### src/rtl/boron_dec_iterator.sv
// Iterative Boron decryption engine: final-whitening key, then one inverse round per clock
// with round keys walked from ROUNDS-1 down to 0 out of an external zero-latency key store.

// One combinational inverse Boron round: undo XOR mixing, rotate words right, inverse S-box.
module boron_dec_round #(
  localparam int unsigned BLOCK_W = 64,
  localparam int unsigned WORD_W  = 16
) (
  input  logic [BLOCK_W-1:0] current_text_i,
  output logic [BLOCK_W-1:0] updated_text_o
);

  function automatic logic [3:0] inv_sbox(input logic [3:0] n);
    logic [3:0] r;
    case (n)
      4'h0: r = 4'hA;
      4'h1: r = 4'h3;
      4'h2: r = 4'h9;
      4'h3: r = 4'hE;
      4'h4: r = 4'h1;
      4'h5: r = 4'hD;
      4'h6: r = 4'hF;
      4'h7: r = 4'h4;
      4'h8: r = 4'hC;
      4'h9: r = 4'h5;
      4'hA: r = 4'h7;
      4'hB: r = 4'h2;
      4'hC: r = 4'h6;
      4'hD: r = 4'h8;
      4'hE: r = 4'h0;
      default: r = 4'hB;
    endcase
    return r;
  endfunction

  function automatic logic [WORD_W-1:0] rotr(input logic [WORD_W-1:0] w, input int unsigned r);
    return (w >> r) | (w << (WORD_W - r));
  endfunction

  logic [WORD_W-1:0] w0, w1, w2, w3;
  logic [WORD_W-1:0] u1, u2, u3;
  logic [BLOCK_W-1:0] rotated;

  assign w0 = current_text_i[0*WORD_W +: WORD_W];
  assign w1 = current_text_i[1*WORD_W +: WORD_W];
  assign w2 = current_text_i[2*WORD_W +: WORD_W];
  assign w3 = current_text_i[3*WORD_W +: WORD_W];

  // Mixing is undone in reverse order of the forward round (w1^=w0, w2^=w3, w3^=w1).
  assign u3 = w3 ^ w1;
  assign u2 = w2 ^ u3;
  assign u1 = w1 ^ w0;

  assign rotated = {rotr(u3, 9), rotr(u2, 7), rotr(u1, 4), rotr(w0, 1)};

  always_comb begin
    updated_text_o = '0;
    for (int i = 0; i < BLOCK_W / 4; i++) begin
      updated_text_o[4*i +: 4] = inv_sbox(rotated[4*i +: 4]);
    end
  end

endmodule

module boron_dec_iterator #(
  parameter int unsigned ROUNDS    = 25,
  parameter int unsigned KEY_IDX_W = 5,
  localparam int unsigned BLOCK_W  = 64
) (
  input  logic                 Clk,
  input  logic                 Rst_n,
  input  logic                 Start,
  output logic                 Start_Ready,
  input  logic [BLOCK_W-1:0]   Cipher_Text,
  output logic [KEY_IDX_W-1:0] Round_Key_Idx,
  input  logic [BLOCK_W-1:0]   Round_Key,
  output logic                 Out_Valid,
  input  logic                 Out_Ready,
  output logic [BLOCK_W-1:0]   Plain_Text
);

  typedef enum logic [1:0] {
    ST_IDLE = 2'd0,
    ST_RUN  = 2'd1,
    ST_OUT  = 2'd2
  } state_e;

  localparam logic [KEY_IDX_W-1:0] LAST_KEY_IDX  = KEY_IDX_W'(ROUNDS);
  localparam logic [KEY_IDX_W-1:0] FIRST_RND_IDX = KEY_IDX_W'(ROUNDS - 1);

  state_e               fsm_q, fsm_d;
  logic [BLOCK_W-1:0]   text_q, text_d;
  logic [KEY_IDX_W-1:0] rnd_q, rnd_d;
  logic [BLOCK_W-1:0]   updated_text;

  logic                 start_ready_q, start_ready_d;
  logic                 out_valid_q, out_valid_d;
  logic [BLOCK_W-1:0]   plain_q, plain_d;
  logic [KEY_IDX_W-1:0] key_idx_q, key_idx_d;

  boron_dec_round u_dec_round (
    .current_text_i (text_q),
    .updated_text_o (updated_text)
  );

  // State register plus output registers, all cleared asynchronously.
  always_ff @(posedge Clk or negedge Rst_n) begin
    if (!Rst_n) begin
      fsm_q         <= ST_IDLE;
      text_q        <= '0;
      rnd_q         <= '0;
      start_ready_q <= 1'b1;
      out_valid_q   <= 1'b0;
      plain_q       <= '0;
      key_idx_q     <= LAST_KEY_IDX;
    end else begin
      fsm_q         <= fsm_d;
      text_q        <= text_d;
      rnd_q         <= rnd_d;
      start_ready_q <= start_ready_d;
      out_valid_q   <= out_valid_d;
      plain_q       <= plain_d;
      key_idx_q     <= key_idx_d;
    end
  end

  // Next-state logic; outputs are decoded from the next state so they land registered.
  always_comb begin
    fsm_d  = fsm_q;
    text_d = text_q;
    rnd_d  = rnd_q;

    case (fsm_q)
      ST_IDLE: begin
        if (Start) begin
          text_d = Cipher_Text ^ Round_Key;
          rnd_d  = FIRST_RND_IDX;
          fsm_d  = ST_RUN;
        end
      end
      ST_RUN: begin
        text_d = updated_text ^ Round_Key;
        if (rnd_q == '0) begin
          fsm_d = ST_OUT;
        end else begin
          rnd_d = rnd_q - 1'b1;
        end
      end
      ST_OUT: begin
        if (Out_Ready) begin
          fsm_d = ST_IDLE;
        end
      end
      default: begin
        fsm_d = ST_IDLE;
      end
    endcase

    start_ready_d = (fsm_d == ST_IDLE);
    out_valid_d   = (fsm_d == ST_OUT);
    plain_d       = (fsm_d == ST_OUT) ? text_d : '0;
    key_idx_d     = (fsm_d == ST_RUN) ? rnd_d : LAST_KEY_IDX;
  end

  assign Start_Ready   = start_ready_q;
  assign Out_Valid     = out_valid_q;
  assign Plain_Text    = plain_q;
  assign Round_Key_Idx = key_idx_q;

endmodule

### config.mk
export PLATFORM = sky130hd
export DESIGN_NAME = boron_dec_iterator
export DESIGN_NICKNAME = d
export VERILOG_FILES = /design/src/rtl/boron_dec_iterator.sv
export SDC_FILE = /design/constraint.sdc
export NUM_CORES = 1
export LEC_CHECK = 0
export CORE_MARGIN = 5
export CORE_UTILIZATION = 54
export CTS_BUF_LIST = sky130_fd_sc_hd__clkbuf_8
export DETAILED_ROUTE_END_ITERATION = 16
export PLACE_DENSITY = 0.92
export SETUP_SLACK_MARGIN = 0.02
export SYNTH_ARGS = -nofsm -noshare
export SYNTH_HDL_FRONTEND = slang
export SYNTH_SLANG_ARGS = --single-unit
### constraint.sdc
create_clock -name Clk -period 2.4 [get_ports Clk]
set_input_delay 0.48 -clock Clk [delete_from_list [all_inputs] [get_ports Clk]]
set_output_delay 0.48 -clock Clk [all_outputs]
set_load 0.005 [all_outputs]
==> flow_metrics.py, run 1 <==
metrics = {
    "min_path": {
        "hold_end": "rnd_q[0]$_DFF_PN0_",
        "worstHoldStart": "rnd_q[0]$_DFF_PN0_",
        "min_path_cells": 1,
        "hold_class": "reg -> reg",
    },
    "global_route": {
        "antenna_found_initial": 1,
        "grt_use_total_pct": 28.0,
        "grt_pass1_vias": 8885,
        "grt-ovfl-total": 0,
        "grt_pass1_wl_microns": 47400,
        "grt_max_degree": 57,
    },
    "routing": {
        "num_vias": 8581,
        "first_iter_violations": 954,
        "wl_microns": 30300,
        "route.detailed.drc": 0,
        "viasPerCell": 5.95,
        "drt_pass1_iterations": 9,
        "wl_per_cell_microns": 21.0,
        "ant_nets": 0,
    },
    "yosys": {
        "postSynthRegisterBits": 142,
        "synth_edf_count": 0,
        "synth_area_per_cell_sq_um": 10.2,
        "synth.top_cell.area_share_pct": 34.8,
        "ys_async_sr_fraction_pct": 100,
        "syn-cell-area_sq_um": 9910,
        "syn-num-nets": 1165,
        "yosysSeqAreaShare_pct": 35.9,
        "synth_common_cells": "138 x dfrtp_1, 105 x xor2_1, 77 x inv_1",
        "netlist_instances": 976,
        "synth_flop_cell": "dfrtp_1",
        "post-synth-top-count-cell": "dfrtp_1",
        "synth_cell_type_count": 57,
        "yosysTopAreaCell": "dfrtp_1",
        "ys_warn_count": 0,
        "ys_top_cells_by_area": "dfrtp_1 35%, xor2_1 9.3%, ha_1 7.2%, xnor2_1 5.4%, mux2i_1 4.8%",
    },
    "place": {
        "io_buffers": 202,
        "place_congestion": 0.987,
        "post_dp_cell_area_sq_um": 12400,
        "dpl.hpwl_microns": 22300,
    },
    "sta": {
        "setup_viol": 0,
        "drv_slew": 0,
        "min_period_over_period_pct": 95.3,
        "tightest_slew_ps": 714,
        "fin_hold_ws_ps": 530,
        "final_hold_viol_count": 0,
        "fmax_mhz": 437,
        "slew_headroom_pct": 52.0,
        "skew_ps": 9.26,
        "layout_min_cycle_time_ps": 2290,
    },
    "run": {
        "drv_cap": 0,
    },
    "floorplanning": {
        "chipHeight_microns": 145,
        "boundaryPins": 203,
        "die_area_sq_um": 21200,
        "dieWidth_microns": 145,
        "rows": 49,
        "fp.coreArea_sq_um": 18000,
        "start_util_pct": 55.0,
    },
    "critical_path": {
        "path_max_fanout": 5,
        "arrival_ps": 2670,
        "r2r_end": "Plain_Text[39]$_DFF_PN0_",
        "cp-end-kind": "flop",
        "r2r_setup_slack_ps": 110,
        "start_kind": "flop",
        "critPathRequiredTime_ps": 2780,
        "r2r_start": "text_q[44]$_DFF_PN0_",
        "crit_type": "reg -> reg",
        "rr_worst_depth": 6,
    },
    "finish": {
        "final_area_sq_um": 12900,
        "drive_above_1_share_pct": 11.5,
        "syn2layout_area_growth_pct": 30.4,
        "num-nets-final": 1389,
        "multiInputGateArea_sq_um": 5890,
        "n_fill_cell": 1275,
        "ff_latch_area_sq_um": 3560,
    },
    "clocking": {
        "clk_latency_ps": 470,
        "clk_path_buf_depth": 2,
        "cts_root_buf": "clkbuf_8",
        "cts.clk_slew.worst_paths_ps": 80,
        "cts_tree": "done",
        "clkSinkCount": 142,
        "cts_made_buffers": 17,
        "cts.htree.levels": 4,
    },
    "outcome": {
        "status": "finished clean",
    },
}
-- worst max path at each step --
| stage | start | to | cells after the start |
|---|---|---|---|
| after floorplan | text_q[23]$_DFF_PN0_ | Plain_Text[35]$_DFF_PN0_ | 9 |
| after global placement | Start | text_q[23]$_DFF_PN0_ | 6 |
| after detailed placement | text_q[9]$_DFF_PN0_ | text_q[23]$_DFF_PN0_ | 7 |
| after CTS | text_q[13]$_DFF_PN0_ | Plain_Text[15]$_DFF_PN0_ | 6 |
| after global routing | text_q[28]$_DFF_PN0_ | Plain_Text[24]$_DFF_PN0_ | 8 |
| final | text_q[44]$_DFF_PN0_ | Plain_Text[39]$_DFF_PN0_ | 6 |
-- cells by family after synthesis --
group | count (synthesis) | share of synthesized area, %
DFF | 142 | 35.9
xor gates and xnor gates | 193 | 20.9
and+or+nand+nor | 195 | 9.04
adders and majority gates | 60 | 7.50
buffers and inverters | 125 | 5.48
AOI/OAI and AO/OA | 201 | 13.8
muxes | 60 | 7.46
-- sequential cells by signal (all words and copies together), names as in the netlist --
signal         count
Out_Valid          1
Plain_Text        64
Round_Key_Idx      5
Start_Ready        1
fsm_q              2
rnd_q              5
text_q            64
-- stage by stage --
stage	utilization [%]	TNS (ps)	std cells	setup WS, ps
CTS	71.3	0	1442	52.6
finish	71.7	0	1443	114
global route	71.7	-31.8	1443	-31.8
detailed placement	68.8	0	1409	42.1
floorplan	-	0	976	180
global placement	68.8	0	1409	134
-- repair_timing --
| item | in CTS | in global routing |
|---|---|---|
| pin swaps | 0 | 3 |
| gates resized for setup | 1 | 15 |
| hold endpoints to repair | 37 | 0 |
| setup endpoints to repair | 1 | 24 |
| hold buffers | 1 | 0 |
| setup buffers | 0 | 0 |
| cloned | 0 | 0 |
-- metal layers --
metal | global-route usage, % | wire [microns]
met5 | 0 | 0
met3 | 6.42 | 2690
met1 | 35.3 | 11700
met4 | 11.7 | 1200
met2 | 46.4 | 14700
-- cell usage in the layout, fill, tap and decap left out, types with 19 or more instances in the layout --
| cell | n |
|---|---|
| a21oi_1 | 31 |
| a222oi_1 | 24 |
| a22oi_1 | 33 |
| and2_1 | 21 |
| buf_4 | 41 |
| clkbuf_8 | 19 |
| clkdlybuf4s50_1 | 201 |
| dfrtp_1 | 133 |
| ha_1 | 57 |
| inv_1 | 79 |
| mux2i_1 | 48 |
| nand2_1 | 43 |
| nand3_1 | 24 |
| nor2_1 | 75 |
| o21ai_0 | 48 |
| xnor2_1 | 56 |
| xor2_1 | 103 |
-- critical path, cell delays in order, from the launching register on --
cell and delay (ps):
dfrtp_1 430, xnor3_1 460, inv_1 140, ha_1 350, a2111oi_0 460, a221oi_1 170
a21oi_1 190
-- cell type report --
class                           instances  share of cell area [%]
Clock inverter                         13                    1.34
Multi-Input combinational cell        709                    45.6
Sequential cell                       142                    27.6
Clock buffer                           19                    2.02
Tap cell                              229                    2.22
Timing Repair Buffer                  249                    18.9
Antenna cell                            1                  0.0194
Inverter                               81                    2.37
Power of run 1 is not shown: default switching activity piles up to over one toggle a cycle in this logic, so the estimate is an artifact.
==> inputs of run 2 (changes only) <==
--- a/config.mk
+++ b/config.mk
@@ -6,10 +6,12 @@
 export NUM_CORES = 1
 export LEC_CHECK = 0
 export CORE_MARGIN = 5
-export CORE_UTILIZATION = 54
+export CORE_UTILIZATION = 70
 export CTS_BUF_LIST = sky130_fd_sc_hd__clkbuf_8
 export DETAILED_ROUTE_END_ITERATION = 16
-export PLACE_DENSITY = 0.92
+export DONT_BUFFER_PORTS = 1
+export HOLD_SLACK_MARGIN = 0.03
+export PLACE_DENSITY = 0.95
 export SETUP_SLACK_MARGIN = 0.02
 export SYNTH_ARGS = -nofsm -noshare
 export SYNTH_HDL_FRONTEND = slang
==> constraint.sdc (replaced) <==
create_clock -name Clk -period 2.8 [get_ports Clk]
set_input_delay 0.56 -clock Clk [delete_from_list [all_inputs] [get_ports Clk]]
set_output_delay 0.56 -clock Clk [all_outputs]
set_load 0.005 [all_outputs]
==> run 2 against run 1 <==
Compared with the run above: the flow now finishes with violations (hold timing); routed wire length decreased by 13%; non-clock buffer count is 235 lower; register-to-register slack better by 150 ps; via count decreased by 11%; worst setup slack gained 150 ps; critical path depth grew 2; count of clock-buffer cells in the layout fell by 1; final cell count down 20%; design area down 19%; global-route usage increased by 4.1 points; critical path type unchanged; critical endpoint is now Plain_Text[28]$_DFF_PN0_.
==> flow_metrics.py, run 2 (synthesis results as in run 1) <==
metrics = {
    "critical_path": {
        "cpLargestDelayFamily": "XOR/XNOR gates",
        "r2r_setup_slack_ps": 260,
        "path_cells": "xnor2_1 -> inv_1 -> ha_1 -> or2_2 -> a31oi_1 -> xor2_1 -> a222oi_1 -> nor2_1",
        "worst_path_largest_cell_delay_ps": 490,
        "crit_buf_inv": 1,
        "path_depth": 8,
        "cp-end-kind": "flop",
        "rr_worst_depth": 8,
        "cp-startpoint": "text_q[16]$_DFF_PN0_",
        "critPathRequiredTime_ps": 3120,
        "r2r_start": "text_q[16]$_DFF_PN0_",
        "arrival_ps": 2860,
        "cp_slowest_cell": "dfrtp_1",
        "crit_end": "Plain_Text[28]$_DFF_PN0_",
        "path_max_fanout": 6,
        "r2r_end": "Plain_Text[28]$_DFF_PN0_",
        "crit_type": "reg -> reg",
        "start_kind": "flop",
    },
    "outcome": {
        "violations": "hold timing",
        "status": "complete, but fails checks",
    },
    "finish": {
        "syn2layout_area_growth_pct": 5.50,
        "multiInputGateArea_sq_um": 5830,
        "final_area_sq_um": 10500,
        "final_cell_mix": "138 x dfrtp_1, 105 x xor2_1, 79 x inv_1",
        "num-nets-final": 1154,
        "final_util_pct": 75.3,
        "n_fill_cell": 926,
        "layout_commonest_cell": "dfrtp_1",
        "drive_above_1_share_pct": 9.41,
        "antennaDiodeCount": 0,
        "ff_latch_area_sq_um": 3560,
    },
    "clocking": {
        "cts_root_buf": "clkbuf_8",
        "clkSinkCount": 142,
        "cts_tree": "done",
        "clk_latency_ps": 460,
        "clk_path_buf_depth": 2,
        "cts_made_buffers": 17,
        "cts.htree.levels": 4,
        "cts.clk_slew.worst_paths_ps": 90,
        "cts_setup_buffers": 0,
    },
    "sta": {
        "rsz0062_at_grt": "no",
        "tightest_slew_ps": 740,
        "final_hold_viol_count": 138,
        "fmax_mhz": 394,
        "slew_headroom_pct": 50.3,
        "tns_ps": 0,
        "min_period_over_period_pct": 90.7,
        "skew_ps": 14.5,
        "layout_min_cycle_time_ps": 2540,
        "setup_viol": 0,
        "drv_slew": 0,
        "fin_hold_ws_ps": -212,
    },
    "floorplanning": {
        "boundaryPins": 203,
        "dieWidth_microns": 129,
        "start_util_pct": 71.4,
        "die_area_sq_um": 16600,
        "fp.coreArea_sq_um": 13900,
        "chipHeight_microns": 129,
        "rows": 43,
    },
    "routing": {
        "route.detailed.drc": 0,
        "wl_microns": 26400,
        "num_vias": 7650,
        "drt_pass1_iterations": 8,
        "ant_nets": 0,
        "first_iter_violations": 967,
        "wl_per_cell_microns": 22.8,
        "viasPerCell": 6.61,
    },
    "global_route": {
        "grt_use_total_pct": 32.1,
        "grt-ovfl-total": 0,
        "grt_max_degree": 143,
        "grt_pass1_vias": 7663,
        "grt_pass1_wl_microns": 40800,
        "antenna_found_initial": 0,
    },
    "place": {
        "dpl.hpwl_microns": 19000,
        "place_congestion": 0.951,
        "post_dp_cell_area_sq_um": 10000,
        "io_buffers": 0,
    },
    "run": {
        "drv_cap": 0,
    },
    "min_path": {
        "hold_class": "in -> async",
    },
}
[run 2: cell types whose count changed in the layout (fill, tap and decap cells not counted), sizes merged]
cell           change
inv                +2
bufinv             -1
buf               -33
clkbuf             -1
clkdlybuf4s50    -201
dlygate4sd3        -1
diode              -1
[run 2: timing repair]
item,in CTS,in global routing
endpoints found under the hold margin,142,142
resized for setup,0,1
endpoints found under the setup margin,0,1
[run 2: layout make-up]
class                      count  area share, %
clock buffer                  18           2.37
multi-input combinational    709           55.8
tap                          180           2.15
inverter                      81           2.93
sequential                   142           34.0
timing repair buffer          14           1.12
clock inverter                14           1.60
[run 2: per-layer routing]
layer	track usage (%)	part of all wire [%]
met5	0	0
met4	14.8	4.2
met3	8.39	12
met2	51.8	48
met1	40.6	36
[run 2: through the flow]
stage	hold slack (ps)	instances	setup slack (ps)
CTS	-232	1158	287
detailed placement	269	1126	317
floorplan	264	976	580
global placement	268	1126	502
global route	-242	1158	147
finish	-212	1158	261
[run 2: worst min path at each step]
stage	end	startpoint	slack (ps)	cells after the start
after floorplan	Out_Valid$_DFF_PN0_	Rst_n	260	0
after global placement	text_q[2]$_DFF_PN0_	Rst_n	270	0
after detailed placement	Plain_Text[0]$_DFF_PN0_	Rst_n	270	0
after CTS	Plain_Text[29]$_DFF_PN0_	Rst_n	-230	0
after global routing	Plain_Text[15]$_DFF_PN0_	Rst_n	-240	0
final	text_q[1]$_DFF_PN0_	Rst_n	-210	0
Power of run 2 is left out for the same reason.
